<file path="src/rtl/systolic_layer_sequencer_if.sv">
// Command/status bundle between the host/CSR side, the layer sequencer and the
// systolic wrapper control lines. master = host + wrapper side, slave = sequencer.
interface systolic_layer_sequencer_if #(
    parameter int MAX_LAYERS = 4,
    parameter int PTR_WIDTH  = 32
);
    localparam int LW = $clog2(MAX_LAYERS + 1);

    logic                 desc_wr_en_i;
    logic [LW-1:0]        desc_wr_idx_i;
    logic [PTR_WIDTH-1:0] desc_img_w_i;
    logic [PTR_WIDTH-1:0] desc_img_h_i;
    logic [3:0]           desc_kernel_r_i;
    logic [LW-1:0]        num_layers_i;
    logic                 run_i;
    logic                 abort_i;
    logic [PTR_WIDTH-1:0] sa_cfg_img_w_o;
    logic [PTR_WIDTH-1:0] sa_cfg_img_h_o;
    logic [3:0]           sa_cfg_kernel_r_o;
    logic                 sa_start_o;
    logic                 sa_done_i;
    logic                 busy_o;
    logic                 layer_done_o;
    logic [LW-1:0]        cur_layer_o;
    logic                 done_o;
    logic                 err_o;
    logic [1:0]           err_code_o;

    modport master (
        output desc_wr_en_i, desc_wr_idx_i, desc_img_w_i, desc_img_h_i, desc_kernel_r_i,
        output num_layers_i, run_i, abort_i, sa_done_i,
        input  sa_cfg_img_w_o, sa_cfg_img_h_o, sa_cfg_kernel_r_o, sa_start_o,
        input  busy_o, layer_done_o, cur_layer_o, done_o, err_o, err_code_o
    );

    modport slave (
        input  desc_wr_en_i, desc_wr_idx_i, desc_img_w_i, desc_img_h_i, desc_kernel_r_i,
        input  num_layers_i, run_i, abort_i, sa_done_i,
        output sa_cfg_img_w_o, sa_cfg_img_h_o, sa_cfg_kernel_r_o, sa_start_o,
        output busy_o, layer_done_o, cur_layer_o, done_o, err_o, err_code_o
    );
endinterface

</file>
<file path="src/rtl/systolic_layer_sequencer.sv">
// Walks a small descriptor table of convolution passes, validating each entry,
// configuring and starting the systolic wrapper, and guarding every pass with a
// watchdog. Progress, completion and error status go back to the controller.
module systolic_layer_sequencer #(
    parameter int MAX_LAYERS  = 4,
    parameter int PTR_WIDTH   = 32,
    parameter int MAX_IMG_W   = 1920,
    parameter int MAX_K       = 7,
    parameter int TIMEOUT_CYC = 1 << 20
) (
    input logic                   clk_i,
    input logic                   rst_async_n_i,
    systolic_layer_sequencer_if.slave bus
);
    localparam int LW   = $clog2(MAX_LAYERS + 1);
    localparam int IW   = (MAX_LAYERS > 1) ? $clog2(MAX_LAYERS) : 1;
    localparam int WD_W = $clog2(TIMEOUT_CYC + 1);
    localparam logic [WD_W-1:0] WD_LAST = WD_W'(TIMEOUT_CYC - 1);

    typedef enum logic [2:0] {
        S_IDLE, S_CHECK, S_START, S_SETTLE, S_WAIT, S_NEXT, S_FIN, S_ERR
    } state_t;

    state_t               r_state;
    logic [LW-1:0]        r_n;
    logic [LW-1:0]        r_idx;
    logic [PTR_WIDTH-1:0] r_cfg_w;
    logic [PTR_WIDTH-1:0] r_cfg_h;
    logic [3:0]           r_cfg_k;
    logic                 r_start;
    logic                 r_busy;
    logic                 r_layer_done;
    logic                 r_done;
    logic                 r_err;
    logic [1:0]           r_err_code;
    logic [WD_W-1:0]      r_wdog;
    logic                 r_wd_exp;

    logic [PTR_WIDTH-1:0] r_tab_w [MAX_LAYERS];
    logic [PTR_WIDTH-1:0] r_tab_h [MAX_LAYERS];
    logic [3:0]           r_tab_k [MAX_LAYERS];

    logic                 w_wr_ok;
    logic [IW-1:0]        w_wr_slot;
    logic                 w_run_hit;
    logic [LW-1:0]        w_num_cl;
    logic [LW-1:0]        w_idx_nxt;
    logic [IW-1:0]        w_nxt_slot;
    logic [PTR_WIDTH-1:0] w_k_ext;
    logic                 w_desc_ok;
    logic                 w_kill;

    // Table is frozen while a sequence runs; out-of-range indices are dropped.
    assign w_wr_ok    = bus.desc_wr_en_i && !r_busy && (bus.desc_wr_idx_i < LW'(MAX_LAYERS));
    assign w_wr_slot  = bus.desc_wr_idx_i[IW-1:0];
    // A write to entry 0 in the run cycle is forwarded so CHECK sees the new value.
    assign w_run_hit  = w_wr_ok && (bus.desc_wr_idx_i == '0);
    assign w_num_cl   = (bus.num_layers_i > LW'(MAX_LAYERS)) ? LW'(MAX_LAYERS) : bus.num_layers_i;
    assign w_idx_nxt  = r_idx + LW'(1);
    assign w_nxt_slot = w_idx_nxt[IW-1:0];

    assign w_k_ext   = PTR_WIDTH'(r_cfg_k);
    assign w_desc_ok = (r_cfg_k != 4'd0) && (r_cfg_k <= 4'(MAX_K)) &&
                       (w_k_ext <= r_cfg_w) && (w_k_ext <= r_cfg_h) &&
                       (r_cfg_w <= PTR_WIDTH'(MAX_IMG_W));

    // Abort outside IDLE/ERR also cancels any pulse due in the same cycle.
    assign w_kill = bus.abort_i && (r_state != S_IDLE) && (r_state != S_ERR);

    assign bus.sa_cfg_img_w_o    = r_cfg_w;
    assign bus.sa_cfg_img_h_o    = r_cfg_h;
    assign bus.sa_cfg_kernel_r_o = r_cfg_k;
    assign bus.sa_start_o        = r_start && !w_kill;
    assign bus.busy_o            = r_busy;
    assign bus.layer_done_o      = r_layer_done && !w_kill;
    assign bus.cur_layer_o       = r_idx;
    assign bus.done_o            = r_done && !w_kill;
    assign bus.err_o             = r_err;
    assign bus.err_code_o        = r_err_code;

    // Descriptor table storage, cleared to all-zero (invalid) entries on reset.
    always_ff @(posedge clk_i or negedge rst_async_n_i) begin
        if (!rst_async_n_i) begin
            for (int i = 0; i < MAX_LAYERS; i++) begin
                r_tab_w[i] <= '0;
                r_tab_h[i] <= '0;
                r_tab_k[i] <= '0;
            end
        end else if (w_wr_ok) begin
            r_tab_w[w_wr_slot] <= bus.desc_img_w_i;
            r_tab_h[w_wr_slot] <= bus.desc_img_h_i;
            r_tab_k[w_wr_slot] <= bus.desc_kernel_r_i;
        end
    end

    // Pass sequencer FSM with registered status, config and watchdog.
    always_ff @(posedge clk_i or negedge rst_async_n_i) begin
        if (!rst_async_n_i) begin
            r_state      <= S_IDLE;
            r_n          <= '0;
            r_idx        <= '0;
            r_cfg_w      <= '0;
            r_cfg_h      <= '0;
            r_cfg_k      <= '0;
            r_start      <= 1'b0;
            r_busy       <= 1'b0;
            r_layer_done <= 1'b0;
            r_done       <= 1'b0;
            r_err        <= 1'b0;
            r_err_code   <= 2'd0;
            r_wdog       <= '0;
            r_wd_exp     <= 1'b0;
        end else begin
            r_start      <= 1'b0;
            r_layer_done <= 1'b0;
            r_done       <= 1'b0;
            if (w_kill) begin
                r_state <= S_IDLE;
                r_busy  <= 1'b0;
            end else begin
                case (r_state)
                    S_IDLE: begin
                        if (bus.run_i) begin
                            r_err      <= 1'b0;
                            r_err_code <= 2'd0;
                            r_n        <= w_num_cl;
                            r_idx      <= '0;
                            r_busy     <= 1'b1;
                            if (w_num_cl == '0) begin
                                r_state <= S_FIN;
                                r_done  <= 1'b1;
                            end else begin
                                r_state <= S_CHECK;
                                r_cfg_w <= w_run_hit ? bus.desc_img_w_i    : r_tab_w[0];
                                r_cfg_h <= w_run_hit ? bus.desc_img_h_i    : r_tab_h[0];
                                r_cfg_k <= w_run_hit ? bus.desc_kernel_r_i : r_tab_k[0];
                            end
                        end
                    end
                    S_CHECK: begin
                        if (w_desc_ok) begin
                            r_state <= S_START;
                            r_start <= 1'b1;
                        end else begin
                            r_state    <= S_ERR;
                            r_err      <= 1'b1;
                            r_err_code <= 2'd1;
                            r_busy     <= 1'b0;
                        end
                    end
                    S_START: begin
                        r_wdog   <= '0;
                        r_wd_exp <= 1'b0;
                        r_state  <= S_SETTLE;
                    end
                    S_SETTLE: r_state <= S_WAIT;
                    S_WAIT: begin
                        if (bus.sa_done_i) begin
                            r_state      <= S_NEXT;
                            r_layer_done <= 1'b1;
                        end else if (r_wd_exp) begin
                            r_state    <= S_ERR;
                            r_err      <= 1'b1;
                            r_err_code <= 2'd2;
                            r_busy     <= 1'b0;
                        end else begin
                            // Registered expiry compare: flag rises the cycle after the last allowed count.
                            r_wdog   <= r_wdog + WD_W'(1);
                            r_wd_exp <= (r_wdog == WD_LAST);
                        end
                    end
                    S_NEXT: begin
                        if (w_idx_nxt == r_n) begin
                            r_state <= S_FIN;
                            r_done  <= 1'b1;
                        end else begin
                            r_state <= S_CHECK;
                            r_idx   <= w_idx_nxt;
                            r_cfg_w <= r_tab_w[w_nxt_slot];
                            r_cfg_h <= r_tab_h[w_nxt_slot];
                            r_cfg_k <= r_tab_k[w_nxt_slot];
                        end
                    end
                    S_FIN: begin
                        r_state <= S_IDLE;
                        r_busy  <= 1'b0;
                    end
                    S_ERR:   r_state <= S_IDLE;
                    default: r_state <= S_IDLE;
                endcase
            end
        end
    end
endmodule

</file>
<file path="src/flat_wrapper.sv">
// flat-port wrapper written by rule: the top's interface ports become plain ports
module systolic_layer_sequencer_flat 
#(
    parameter int MAX_LAYERS  = 4,
    parameter int PTR_WIDTH   = 32,
    parameter int MAX_IMG_W   = 1920,
    parameter int MAX_K       = 7,
    parameter int TIMEOUT_CYC = 1 << 20
)
  (clk_i, rst_async_n_i, bus_desc_wr_en_i, bus_desc_wr_idx_i, bus_desc_img_w_i, bus_desc_img_h_i, bus_desc_kernel_r_i, bus_num_layers_i, bus_run_i, bus_abort_i, bus_sa_done_i, bus_sa_cfg_img_w_o, bus_sa_cfg_img_h_o, bus_sa_cfg_kernel_r_o, bus_sa_start_o, bus_busy_o, bus_layer_done_o, bus_cur_layer_o, bus_done_o, bus_err_o, bus_err_code_o);
  systolic_layer_sequencer_if #(.MAX_LAYERS(MAX_LAYERS), .PTR_WIDTH(PTR_WIDTH)) bus_i ();
  input logic clk_i;
  input logic rst_async_n_i;
  input wire logic [$bits(bus_i.desc_wr_en_i)-1:0] bus_desc_wr_en_i;
  input wire logic [$bits(bus_i.desc_wr_idx_i)-1:0] bus_desc_wr_idx_i;
  input wire logic [$bits(bus_i.desc_img_w_i)-1:0] bus_desc_img_w_i;
  input wire logic [$bits(bus_i.desc_img_h_i)-1:0] bus_desc_img_h_i;
  input wire logic [$bits(bus_i.desc_kernel_r_i)-1:0] bus_desc_kernel_r_i;
  input wire logic [$bits(bus_i.num_layers_i)-1:0] bus_num_layers_i;
  input wire logic [$bits(bus_i.run_i)-1:0] bus_run_i;
  input wire logic [$bits(bus_i.abort_i)-1:0] bus_abort_i;
  input wire logic [$bits(bus_i.sa_done_i)-1:0] bus_sa_done_i;
  output wire logic [$bits(bus_i.sa_cfg_img_w_o)-1:0] bus_sa_cfg_img_w_o;
  output wire logic [$bits(bus_i.sa_cfg_img_h_o)-1:0] bus_sa_cfg_img_h_o;
  output wire logic [$bits(bus_i.sa_cfg_kernel_r_o)-1:0] bus_sa_cfg_kernel_r_o;
  output wire logic [$bits(bus_i.sa_start_o)-1:0] bus_sa_start_o;
  output wire logic [$bits(bus_i.busy_o)-1:0] bus_busy_o;
  output wire logic [$bits(bus_i.layer_done_o)-1:0] bus_layer_done_o;
  output wire logic [$bits(bus_i.cur_layer_o)-1:0] bus_cur_layer_o;
  output wire logic [$bits(bus_i.done_o)-1:0] bus_done_o;
  output wire logic [$bits(bus_i.err_o)-1:0] bus_err_o;
  output wire logic [$bits(bus_i.err_code_o)-1:0] bus_err_code_o;
  assign bus_i.desc_wr_en_i = bus_desc_wr_en_i;
  assign bus_i.desc_wr_idx_i = bus_desc_wr_idx_i;
  assign bus_i.desc_img_w_i = bus_desc_img_w_i;
  assign bus_i.desc_img_h_i = bus_desc_img_h_i;
  assign bus_i.desc_kernel_r_i = bus_desc_kernel_r_i;
  assign bus_i.num_layers_i = bus_num_layers_i;
  assign bus_i.run_i = bus_run_i;
  assign bus_i.abort_i = bus_abort_i;
  assign bus_i.sa_done_i = bus_sa_done_i;
  assign bus_sa_cfg_img_w_o = bus_i.sa_cfg_img_w_o;
  assign bus_sa_cfg_img_h_o = bus_i.sa_cfg_img_h_o;
  assign bus_sa_cfg_kernel_r_o = bus_i.sa_cfg_kernel_r_o;
  assign bus_sa_start_o = bus_i.sa_start_o;
  assign bus_busy_o = bus_i.busy_o;
  assign bus_layer_done_o = bus_i.layer_done_o;
  assign bus_cur_layer_o = bus_i.cur_layer_o;
  assign bus_done_o = bus_i.done_o;
  assign bus_err_o = bus_i.err_o;
  assign bus_err_code_o = bus_i.err_code_o;
  systolic_layer_sequencer #(.MAX_LAYERS(MAX_LAYERS), .PTR_WIDTH(PTR_WIDTH), .MAX_IMG_W(MAX_IMG_W), .MAX_K(MAX_K), .TIMEOUT_CYC(TIMEOUT_CYC)) u_core (.clk_i(clk_i), .rst_async_n_i(rst_async_n_i), .bus(bus_i));
endmodule
</file>
<file path="config.mk">
export PLATFORM = sky130hd
export DESIGN_NAME = systolic_layer_sequencer_flat
export DESIGN_NICKNAME = d
export VERILOG_FILES = /design/src/rtl/systolic_layer_sequencer_if.sv /design/src/rtl/systolic_layer_sequencer.sv /design/src/flat_wrapper.sv
export SDC_FILE = /design/constraint.sdc
export NUM_CORES = 1
export LEC_CHECK = 0
export BUFFER_PORTS_ARGS = -buffer_cell sky130_fd_sc_hd__buf_2
export CAP_MARGIN = 25
export CORE_MARGIN = 3
export CORE_UTILIZATION = 36
export CTS_CLUSTER_DIAMETER = 100
export DETAILED_ROUTE_END_ITERATION = 10
export HOLD_SLACK_MARGIN = 0.15
export MAX_ROUTING_LAYER = met4
export PLACE_DENSITY = 0.57
export SKIP_LAST_GASP = 1
export SLEW_MARGIN = 30
export SYNTH_ARGS = -nofsm -noshare
export SYNTH_HDL_FRONTEND = slang
export SYNTH_SLANG_ARGS = --single-unit
</file>
<file path="constraint.sdc">
create_clock -name clk_i -period 2.8 [get_ports clk_i]
set_clock_uncertainty 0.2 [all_clocks]
set_input_delay 0.14 -clock clk_i [delete_from_list [all_inputs] [get_ports clk_i]]
set_output_delay 0.14 -clock clk_i [all_outputs]
set_load 0.005 [all_outputs]
</file>
Word level (Yosys, flattened, before mapping)
Index checks and enable logic that the tools add are counted.

storage, ports and cells
  bits in registers = 378
  input port bits = 80
  output and inout port bits = 78
  logic and storage cells = 171

operators by class
  add/subtract/negate cells = 2
  order comparisons = 9
  equal/unequal tests = 22
  multiplexer cells = 76
  bitwise logic cells = 3
  reductions and logical operators = 33

operator list
  cell                                                               number
  2-to-1 mux 32 bit                                                  13
  bitwise mux 128 bit                                                2
  binary-select mux 32 bit (select 2 bit)                            2
  case mux 32 bit (2 select lines)                                   2
  demux 32 bit (select 2 bit)                                        1
  less-or-equal comparator 4 x 32 -> 1 bit                           2
  2-to-1 mux 21 bit                                                  2
  case mux 21 bit (2 select lines)                                   1
  less-or-equal comparator 32 x 11 -> 1 bit (second input constant)  1
  2-to-1 mux 3 bit                                                   10
  2-to-1 mux 4 bit                                                   7
  adder 21 x 1 -> 21 bit (second input constant)                     1
  == test 21 x 20 -> 1 bit (second input constant)                   1
  2-to-1 mux 1 bit                                                   21
  case mux 3 bit (7 select lines)                                    1
  bitwise mux 16 bit                                                 1
  logical AND 1 bit                                                  13
  == test 3 bit (second input constant)                              4
  != test 2 bit (second input constant)                              6
  AND reduction 5 bit                                                2
  logical NOT 3 bit                                                  3
  binary-select mux 4 bit (select 2 bit)                             1
  demux 4 bit (select 2 bit)                                         1
  2-to-1 mux 2 bit                                                   4
  other kinds (32)                                                   43

Depth between registers and ports, before layout
Gate-level depths: netlist of the first run.

  depth in word-level cells = 8
  depth in mapped cells = 9
  gate-level depth less buffers = 7

Least setup slack after synthesis of the first run
OpenSTA, ideal clock, no wires.

  path kind = register to register
  start = reg u_core.r_idx[0] (netlist: u_core.bus.cur_layer_o[0])
  end = reg u_core.r_cfg_w[10] (netlist: u_core.bus.sa_cfg_img_w_o[10])
  setup time = 132 ps
  arrival time = 2015 ps
  required time = 2468 ps
  setup slack = 453 ps
  cell stages (with the launch flop) = 8
  buffers on the path = 3
  clock period less this slack = 2347 ps
  cells stage by stage = dfrtp_1 > ha_1 > buf_2 > clkbuf_1 > clkbuf_1 > mux4_2 > mux2i_1 > o21ai_1

on the way
  cells in the longest elaborated chain, start to end = 7
  elaborated cells on any way between the ends = 10
  classes of those cells = add/sub (1); eq/ne (2); mux (5); bitwise (1); reduce/logical (1)

RTL lines
  what                                                  line                             text
  start: declaration                                    systolic_layer_sequencer.sv:26   logic [LW-1:0] r_idx;
  start signal: assignment                              systolic_layer_sequencer.sv:178  r_idx <= w_idx_nxt;
  adder 3 x 1 -> 3 bit (*)                              systolic_layer_sequencer.sv:59   assign w_idx_nxt = r_idx + LW'(1);
  inverter 2 -> 3 bit (implied by the code)             systolic_layer_sequencer.sv:179  r_cfg_w <= r_tab_w[w_nxt_slot];
  binary-select mux 32 bit (select 2 bit)               systolic_layer_sequencer.sv:179
  2-to-1 mux 32 bit (implied by the code) (2 in a row)  systolic_layer_sequencer.sv:179
  2-to-1 mux 32 bit                                     systolic_layer_sequencer.sv:173  if (w_idx_nxt == r_n) begin
  case mux 32 bit (2 select lines)                      systolic_layer_sequencer.sv:121  case (r_state)
  end signal: assignment                                systolic_layer_sequencer.sv:134  r_cfg_w <= w_run_hit ? bus.desc_img_w_i : r_tab_w[0];
  end signal: assignment                                systolic_layer_sequencer.sv:179
  end: declaration                                      systolic_layer_sequencer.sv:27   logic [PTR_WIDTH-1:0] r_cfg_w;

Mark *: on every way between the ends. The rest lies on a longest branch, timed or not. The select of a mux whose other input is x is not followed.
A chain may end at the register's enable or synchronous reset.

Worst setup path in the final report of the first run
  start = reg u_core.r_busy (netlist: u_core.bus.busy_o)
  end = reg u_core.r_cfg_k[2] (netlist: u_core.bus.sa_cfg_kernel_r_o[2])

on the way
  cells in the longest elaborated chain, start to end = 8

RTL lines
  what                             line                             text
  start: declaration               systolic_layer_sequencer.sv:31   logic r_busy;
  start signal: assignment         systolic_layer_sequencer.sv:106  r_busy <= 1'b0;
  start signal: assignment         systolic_layer_sequencer.sv:119  r_busy <= 1'b0;
  start signal: assignment         systolic_layer_sequencer.sv:128  r_busy <= 1'b1;
  logical NOT 1 bit                systolic_layer_sequencer.sv:54   assign w_wr_ok = bus.desc_wr_en_i && !r_busy && (bus.desc_wr_idx_i < LW'(MAX_LAYERS));
  logical AND 1 bit (2 in a row)   systolic_layer_sequencer.sv:54
  logical AND 1 bit                systolic_layer_sequencer.sv:57   assign w_run_hit = w_wr_ok && (bus.desc_wr_idx_i == '0);
  2-to-1 mux 4 bit                 systolic_layer_sequencer.sv:136  r_cfg_k <= w_run_hit ? bus.desc_kernel_r_i : r_tab_k[0];
  2-to-1 mux 4 bit                 systolic_layer_sequencer.sv:129  if (w_num_cl == '0) begin
  2-to-1 mux 4 bit                 systolic_layer_sequencer.sv:123  if (bus.run_i) begin
  case mux 4 bit (2 select lines)  systolic_layer_sequencer.sv:121
  end signal: assignment           systolic_layer_sequencer.sv:136
  end signal: assignment           systolic_layer_sequencer.sv:181  r_cfg_k <= r_tab_k[w_nxt_slot];
  end: declaration                 systolic_layer_sequencer.sv:29   logic [3:0] r_cfg_k;

No other way between the ends. The select of a mux whose other input is x is not followed.

==> run summary, run 1 <==
Worst-path clk slew -> 60 ps
Syn Std Cell Area -> 17240 um2
area of the multi-input gates -> 7412 um2
total global routing overflow -> 0
die area -> 50540 um2
CTS buffer count -> 44
final wirelength -> 43870 um
CTS tree -> yes
Final Hold Vio Count -> 0
Sequential cell area -> 9463 um2
Initial Util -> 36.71%
Final HPWL DP -> 27130 um
CP max-delay cell -> dfrtp_1
CP max stage delay -> 400 ps
antenna violations before repair -> 3
drt via density -> 5.200
Most used DFF post-synth -> dfrtp_1
Die Span X -> 224.8 um
layout cells sized above 1 -> 36.39%
clock tree buffer depth -> 3
worst-path cell chain -> nor3b_2 > nor3b_4 > buf_12 > mux2_1 > mux2i_1 > o21ai_1
P_int -> 0.01475 W
post-CTS sizing -> 0
CTS root buf -> clkbuf_16
Std-Cell Rows -> 79
hold crit path type -> input pin to flop
CTS Sinks -> 378
post-synthesis net count -> 1330
synthesized flop and latch total -> 378
Leakage -> 9.621 nW
Placement Setup Slack -> 252.3 ps
PortBufs -> 157
fillers -> 4180
Tcrit/Tclk final -> 91.55%
crit path capture type -> flop
combinational share of power -> 31.5%
Ys Warns -> 0
antenna-violating nets left -> 0
RSZ-0062 raised after global routing -> false
fin cells -> 2146
Clk pwr share -> 27.1%
sequential element share of the synthesized area -> 54.87%
fmax -> 390.1 MHz
maximum VDD drop -> 0.0005211 V
detailed-route DRC error count -> 0
Post-synth EDFFs -> 0
syn_area_per_cell -> 13.90 um2
setup tns final -> 0 ps
GPL Wtd Cong -> 0.7569
cells after synthesis -> 1240
Psw -> 0.006747 W
Async SR Flop Fraction -> 100.0%
# IOs -> 158
die extent in y -> 224.8 um
Yosys cell types -> 57
critical path type -> flop to flop
Clk Latency, worst-skew pair -> 590 ps
WP data arrival -> 2820 ps
CP Data Required Time -> 3060 ps
via count -> 11160
Final Critical Period -> 2563 ps
first-pass GRT wire length -> 70010 um
Max Cap Viol -> 0
Syn-to-layout area delta -> 24.77%
status -> complete, no violations
Slew Viols, Final -> 0
worst slew pin tran -> 958.4 ps
CP startpoint kind -> flop
DR iter-0 viols -> 618
drt wl/cell -> 20.44 um
Slew headroom -> 36.11%
global router's overall resource usage -> 18.16%
Nets -> 1591
DRT Pass-1 Iters -> 4
Core ar. -> 46950 um2
PD cells -> 999.6 nW/um2
vias in the first global route -> 11820
total placed cells including tap cells -> 1962
pin count of the biggest net entering global routing -> 95
setup violators final -> 0
sw frac -> 31.39%
H-tree depth -> 2
Max FO, Critical Path -> 54
Reg power frac -> 41.4%
Setup WS post-layout -> 236.6 ps
-- worst max-delay path, delay by kind of cell, from the launching register on --
family	cells	cell delay [ps]
DFF	1	400
buffers and inverters	1	390
AOI/OAI and AO/OA	1	100
muxes	2	660
and+or+nand+nor	2	670
-- cells in the mapped netlist (5+ instances only) --
| cell | instances | area, um2 |
|---|---|---|
| dfrtp_1 | 378 | 9459 |
| mux2_2 | 208 | 2342 |
| nand2_1 | 83 | 311.6 |
| mux2i_1 | 71 | 710.7 |
| o21ai_1 | 70 | 350.3 |
| mux2_1 | 68 | 765.7 |
| mux4_2 | 68 | 1531 |
| buf_2 | 30 | 150.1 |
| clkbuf_1 | 28 | 105.1 |
| nor2_1 | 27 | 101.4 |
| inv_1 | 20 | 75.07 |
| nor4_1 | 20 | 125.1 |
| xnor2_1 | 18 | 157.7 |
| nor3_1 | 15 | 75.07 |
| a21oi_1 | 14 | 70.07 |
| buf_1 | 14 | 52.55 |
| o21ai_0 | 13 | 65.06 |
| nand3_1 | 12 | 60.06 |
| ha_1 | 10 | 125.1 |
| nand2b_1 | 7 | 43.79 |
| nand4_1 | 6 | 37.54 |
| buf_4 | 5 | 37.54 |
| or3_1 | 5 | 31.28 |
-- power groups by stage --
stage                     Sequential (W)  Clock (W)  Combinational [W]
after CTS                        0.00890    0.00601            0.00689
after global routing             0.00917    0.00622            0.00746
final                            0.00891    0.00582            0.00677
after detailed placement         0.00898          0            0.00670
after global placement           0.00888          0            0.00655
after floorplan                  0.00851          0            0.00476
-- metrics by stage --
step	hold WS (ps)	instance area, um2	total power, W	util, %
finish	180.8	21510	0.02150	45.81
global placement	-47.80	18990	0.01543	40.45
detailed placement	-39.88	18990	0.01568	40.45
floorplan	-355.6	17240	0.01327	-
global route	176.7	21510	0.02285	45.81
CTS	150.3	21500	0.02180	45.79
-- path summary, 6_finish.rpt --
kind	depth (start not counted)	endpoint	startpoint	slack, ps
setup / recovery	6	u_core.bus.sa_cfg_kernel_r_o[2]	u_core.bus.busy_o	240
hold / removal	3	u_core.r_tab_h[40]	bus_desc_img_h_i[8]	180
setup reg to reg	6	u_core.bus.sa_cfg_kernel_r_o[2]	u_core.bus.busy_o	240
hold reg to reg	1	u_core.r_tab_h[10]	u_core.r_tab_h[10]	300
max in group asynchronous	4	u_core.r_tab_h[75]	rst_async_n_i	1300
min in group asynchronous	4	u_core.r_tab_w[111]	rst_async_n_i	580
-- cell type report --
type | instances | area share [%]
repair buffers | 293 | 10.68
well taps | 607 | 3.531
clock inverters | 11 | 0.7447
clock buffers | 70 | 6.178
flip-flops and latches | 378 | 44.00
multi-input cells | 763 | 34.46
diodes | 3 | 0.03491
inverters | 21 | 0.3665
-- flip-flops by register name, indices dropped and copies added, names as in the netlist, 3 cells and up --
| name | flops |
|---|---|
| u_core.bus.cur_layer_o | 3 |
| u_core.bus.sa_cfg_img_h_o | 32 |
| u_core.bus.sa_cfg_img_w_o | 32 |
| u_core.bus.sa_cfg_kernel_r_o | 4 |
| u_core.r_n | 3 |
| u_core.r_state | 3 |
| u_core.r_tab_h | 128 |
| u_core.r_tab_k | 16 |
| u_core.r_tab_w | 128 |
| u_core.r_wdog | 21 |
-- cells in the final DEF, fill, tap and decap left out, drive strengths merged, types with 3 or more instances in the layout --
master         n
xnor2         18
mux2i         71
buf          194
mux4          68
nor4b          4
clkbuf        70
nand3         12
diode          3
nor3b          4
inv           23
a21oi         16
nor4          23
nor3          15
dfrtp        378
ha            10
nand2b         7
clkinv         7
nand2         83
and2           3
mux2         276
dlygate4sd3   99
o211ai         3
or3            5
nor2          27
nand4          6
o21ai         84
-- layer usage --
layer / track usage (%) / up-vias / part of all wire [%]
met4: 4.737 / 0 / 2.0
met3: 3.250 / 62 / 4.2
li1: - / 5084 / -
met1: 24.55 / 5824 / 47
met2: 28.54 / 189 / 47
met5: - / - / 0
-- kinds of logic (layout without fill, tap and decap cells) --
logic type | count (synthesis) | count (layout) | share of synthesized area, %
mux | 415 | 415 | 31.04
flops | 378 | 378 | 54.87
simple gates | 202 | 202 | 6.017
compound gates | 116 | 116 | 3.724
buf+inv | 99 | 395 | 2.526
xor+xnor | 20 | 20 | 1.096
fa+ha+maj | 10 | 10 | 0.7258
other cells | 0 | 3 | 0
-- repair_timing --
action	4_1_cts	5_1_grt
buffers inserted	0	0
hold buffers	100	0
hold endpoints to repair	753	0
(Power assumes the default switching activity.)
==> run 2: changes to the inputs <==
- ABC_AREA: not set -> 1
- ABC_CLOCK_PERIOD_IN_PS: not set -> 3000
- clock period: 2.8 -> 3 ns (I/O delays scaled with it)
==> run 2 against run 1 <==
  * Flip-flop and latch count unchanged
  * Combinational power rose by 18%
  * Hold slack better by 44 ps
==> run summary, run 2 <==
Slew headroom -> 55.62%
Tcrit/Tclk final -> 95.31%
CTS Sinks -> 378
Clk pwr share -> 24.2%
critical path type -> flop to flop
P_int -> 0.01349 W
Core ar. -> 48150 um2
largest registers -> u_core.r_tab_h (128), u_core.r_tab_w (128)
Setup WS post-layout -> 140.8 ps
Nets -> 2474
post-synthesis net count -> 2285
layout cells sized above 1 -> 11.42%
total global routing overflow -> 0
sw frac -> 38.10%
Max Cap Viol -> 0
Placement Setup Slack -> 525.5 ps
synthesized flop and latch total -> 378
Async SR Flop Fraction -> 100.0%
H-tree depth -> 2
pin count of the biggest net entering global routing -> 106
ant diodes -> 0
total placed cells including tap cells -> 2904
drt wl/cell -> 16.77 um
crit path capture type -> flop
CTS root buf -> clkbuf_16
PortBufs -> 157
Initial Util -> 36.79%
RR Startpoint -> u_core.r_state[0]
antenna violations before repair -> 0
Total Power -> 0.02180 W
die extent in y -> 227.8 um
most used routing layer -> met2
Std-Cell Rows -> 80
CP startpoint kind -> flop
Syn-to-layout area delta -> 22.00%
CP max stage delay -> 560 ps
Die Span X -> 227.8 um
first-pass GRT wire length -> 83130 um
Final HPWL DP -> 32290 um
Max FO, Critical Path -> 30
cells after synthesis -> 2195
CP endpoint -> u_core.r_done
hold crit path type -> input pin to flop
worst slew pin tran -> 665.7 ps
drt via density -> 5.050
status -> complete, no violations
DR iter-0 viols -> 1188
fin cells -> 3072
fmax -> 349.7 MHz
setup bufs post-CTS -> 0
Clk Latency, worst-skew pair -> 570 ps
vias in the first global route -> 15010
setup violators final -> 0
syn_area_per_cell -> 8.070 um2
Stages on worst setup path -> 8
reg2reg setup slack -> 140 ps
Worst-path clk slew -> 60 ps
# IOs -> 158
Synth top cells by count -> nand2_1, o21ai_0, dfrtp_1
Post-synth EDFFs -> 0
Crit path max-delay family -> buffers and inverters
maximum VDD drop -> 0.0005707 V
most common cell after layout, fill and taps aside -> nand2_1
Final Hold Vio Count -> 0
Syn Std Cell Area -> 17710 um2
die area -> 51900 um2
DRT Pass-1 Iters -> 7
global router's overall resource usage -> 20.17%
CP max-delay cell -> dlygate4sd3_1
share of the synthesized area in the top cell type -> 53.40%
sequential element share of the synthesized area -> 53.40%
setup tns final -> 0 ps
most frequent cells in the layout -> nand2_1, o21ai_0, dfrtp_1
most frequent cell after synthesis -> nand2_1
worst path buffer plus inverter count -> 3
met3 Use GR -> 3.306%
CP Data Required Time -> 3310 ps
WP data arrival -> 3170 ps
detailed-route DRC error count -> 0
largest area contributor in the netlist -> dfrtp_1
Final Critical Period -> 2859 ps
final wirelength -> 51530 um
M2 GR Usage -> 32.52%
clock tree buffer depth -> 3
CTS buffer count -> 44
reg2reg end -> u_core.r_done
CTS tree -> yes
Most used DFF post-synth -> dfrtp_1
final core occ -> 44.89%
via count -> 15510
Critical Path Start -> u_core.r_state[0]
top post-synthesis cells by area -> dfrtp_1, nand2_1, o21ai_0, a32o_1, inv_1
FF-to-FF path depth -> 8
worst-path cell chain -> nor2_4 > nand2_4 > nor4_4 > buf_6 > nand2_1 > dlygate4sd3_1 > a21oi_1 > dlygate4sd3_1
RSZ-0062 raised after global routing -> true
combinational share of power -> 36.5%
Crit path top cell by count -> dlygate4sd3_1
Psw -> 0.008305 W
GPL Wtd Cong -> 0.8422
antenna-violating nets left -> 0
Reg power frac -> 39.3%
PD cells -> 1009 nW/um2
met1 Usage GRT -> 26.65%
Yosys cell types -> 35
Ys Warns -> 0
Slew Viols, Final -> 0
fillers -> 4758
Leakage -> 10.53 nW
-- run 2: cell families (layout without fill, tap and decap cells) --
family          Yosys count  in the layout  synth area share, %
compound gates          592            592                18.72
xor+xnor                  5              5               0.2472
fa+ha+maj                10             10               0.7064
buf+inv                 299            519                6.626
flops                   378            378                53.40
simple gates            911            912                20.30
-- run 2: timing repair --
item | CTS | global route
hold buffers | 89 | 0
gates resized for setup | 0 | 3
hold endpoints to repair | 742 | 0
endpoints found under the setup margin | 0 | 13
-- run 2: area by class of cell --
cell class              instances  area (um2)  share of cell area, %
multi-input cells            1519        7148                  33.08
clock inverters                14       150.1                 0.6948
repair buffers                277        2151                  9.953
well taps                     656       820.8                  3.798
inverters                     164       620.6                  2.872
clock buffers                  64        1257                  5.819
flip-flops and latches        378        9463                  43.79
-- run 2: power groups by stage --
stage / Combinational, W / Sequential [W] / Clock (W)
6_report: 0.00796 / 0.00857 / 0.00527
4_1_cts: 0.00803 / 0.00855 / 0.00542
3_5_place_dp: 0.00787 / 0.00861 / 0
5_1_grt: 0.00913 / 0.00882 / 0.00564
2_1_floorplan: 0.00560 / 0.00826 / 0
3_3_place_gp: 0.00767 / 0.00858 / 0
-- run 2: worst min-delay path, stage by stage --
cell,delay [ps]
dlygate4sd3_1,510
buf_2,90
inv_1,60
o21ai_0,150
-- run 2: metal layers --
| metal | vias to the layer above | part of all wire (%) |
|---|---|---|
| met5 | - | 0 |
| met4 | 0 | 2.1 |
| met3 | 70 | 4.8 |
| met2 | 381 | 47 |
| met1 | 7466 | 46 |
| li1 | 7596 | - |
-- run 2: worst min-delay path by stage --
stage,cells after the start,endpoint,slack (ps),from
after global routing,4,u_core.r_tab_h[56],230,bus_desc_img_h_i[24]
after global placement,1,u_core.r_tab_h[28],-190,rst_async_n_i
after floorplan,0,u_core.bus.busy_o,-350,rst_async_n_i
after detailed placement,1,u_core.r_tab_h[92],-190,rst_async_n_i
final,4,u_core.r_tab_w[8],220,bus_desc_img_w_i[8]
after CTS,4,u_core.r_tab_w[8],190,bus_desc_img_w_i[8]
-- run 2: through the flow --
stage / hold slack (ps) / area [um2]
2_1_floorplan: -345.6 / 17710
4_1_cts: 191.2 / 21590
5_1_grt: 227.0 / 21610
3_3_place_gp: -192.9 / 19300
3_5_place_dp: -191.2 / 19300
6_report: 224.6 / 21610
==> run 3: changes to the inputs <==
- CORE_UTILIZATION: 36 -> 40
- PLACE_DENSITY: 0.57 -> 0.61
==> run 3 against run 2 <==
  * Via count hardly changed
  * Clock-buffer cell count is 1 higher
  * Die area is 9.7% lower
  * Largest cell class unchanged
==> run summary, run 3 (same netlist as run 2, synthesis figures left out) <==
status -> complete, no violations
antenna-violating nets left -> 0
final wirelength -> 50590 um
most used routing layer -> met2
largest registers -> u_core.r_tab_h (128), u_core.r_tab_w (128)
pin count of the biggest net entering global routing -> 96
layout cells sized above 1 -> 11.65%
detailed-route DRC error count -> 0
Final Hold Vio Count -> 0
GPL Wtd Cong -> 0.8288
PD cells -> 1010 nW/um2
# IOs -> 158
met1 Usage GRT -> 29.92%
vias in the first global route -> 15150
Std-Cell Rows -> 76
CP Data Required Time -> 3210 ps
Nets -> 2481
CTS buffer count -> 43
drt via density -> 5.157
setup tns final -> 0 ps
worst slew pin tran -> 817.5 ps
most frequent cells in the layout -> nand2_1, o21ai_0, dfrtp_1
maximum VDD drop -> 0.0006003 V
crit path capture type -> flop
first-pass GRT wire length -> 82600 um
die area -> 46840 um2
setup violators final -> 0
WP data arrival -> 2830 ps
Die Span X -> 216.4 um
drt wl/cell -> 16.83 um
Tcrit/Tclk final -> 87.21%
CTS root buf -> clkbuf_16
ant diodes -> 0
fmax -> 382.2 MHz
hold crit path type -> input pin to flop
critical path type -> flop to flop
Core ar. -> 43360 um2
Final Critical Period -> 2616 ps
Max FO, Critical Path -> 95
Initial Util -> 40.85%
CP startpoint kind -> flop
Total Power -> 0.02173 W
RSZ-0062 raised after global routing -> false
CTS Sinks -> 378
met3 Use GR -> 3.113%
most common cell after layout, fill and taps aside -> nand2_1
Worst-path clk slew -> 60 ps
fillers -> 4157
Final HPWL DP -> 32250 um
Max Cap Viol -> 0
global router's overall resource usage -> 22.41%
total global routing overflow -> 0
post-CTS sizing -> 0
area of the multi-input gates -> 7138 um2
DR iter-0 viols -> 1435
clock tree buffer depth -> 3
setup bufs post-CTS -> 0
Clk Latency, worst-skew pair -> 560 ps
antenna violations before repair -> 0
PortBufs -> 157
Slew Viols, Final -> 0
Sequential cell area -> 9463 um2
Leakage -> 10.52 nW
via count -> 15500
M2 GR Usage -> 35.70%
post-route design area -> 21500 um2
die extent in y -> 216.4 um
Syn-to-layout area delta -> 21.39%
Slew headroom -> 45.32%
CTS Hold Bufs -> 87
DP Area -> 19230 um2
DRT Pass-1 Iters -> 6
H-tree depth -> 2
CTS tree -> yes
run 3: layout make-up:
| class | instances | share of cell area, % |
|---|---|---|
| Clock buffer | 65 | 5.813 |
| Inverter | 164 | 2.886 |
| Timing Repair Buffer | 286 | 10.02 |
| Sequential cell | 378 | 44.01 |
| Tap cell | 585 | 3.404 |
| Multi-Input combinational cell | 1518 | 33.20 |
| Clock inverter | 10 | 0.6692 |
run 3: layer usage:
| layer | share of wire [%] | up-vias |
|---|---|---|
| met5 | 0 | - |
| met4 | 3.2 | 0 |
| met3 | 4.8 | 82 |
| met2 | 47 | 404 |
| met1 | 45 | 7409 |
| li1 | - | 7607 |
run 3: report_power, final:
| group | total [W] | switching [W] | internal [W] |
|---|---|---|---|
| sequential | 0.00858 | 0.00135 | 0.00723 |
| clock | 0.00523 | 0.00210 | 0.00313 |
| combinational | 0.00791 | 0.00477 | 0.00314 |
run 3: final timing paths:
path,from,to,slack (ps),cells past startpoint
setup / recovery,u_core.bus.cur_layer_o[0],u_core.bus.sa_cfg_kernel_r_o[2],380,10
hold / removal,bus_desc_wr_en_i,u_core.r_tab_w[53],220,5
setup reg to reg,u_core.bus.cur_layer_o[0],u_core.bus.sa_cfg_kernel_r_o[2],380,10
hold reg to reg,u_core.r_tab_w[71],u_core.r_tab_w[71],280,2
max in group asynchronous,rst_async_n_i,u_core.r_tab_w[32],1120,4
min in group asynchronous,rst_async_n_i,u_core.r_wd_exp,560,3
run 3: stage by stage:
step	hold WS, ps	utilization, %	instances	setup WS, ps
5_1_grt	226.8	49.59	3006	180.7
3_3_place_gp	43.53	44.34	2844	530.4
3_5_place_dp	45.69	44.34	2844	411.3
4_1_cts	184.5	49.59	3006	391.2
2_1_floorplan	-345.6	-	2195	867.2
6_report	217.4	49.59	3006	383.7
run 3: worst max-delay path, cell delays in order (launching register included):
cell     delay [ps]
dfrtp_4         530
ha_1            360
inv_4           190
nand2_1          80
nand4_1          90
nor2_1           70
nand2_1         150
nand2_2          90
nor2_4          150
buf_12          340
o21ai_0         160
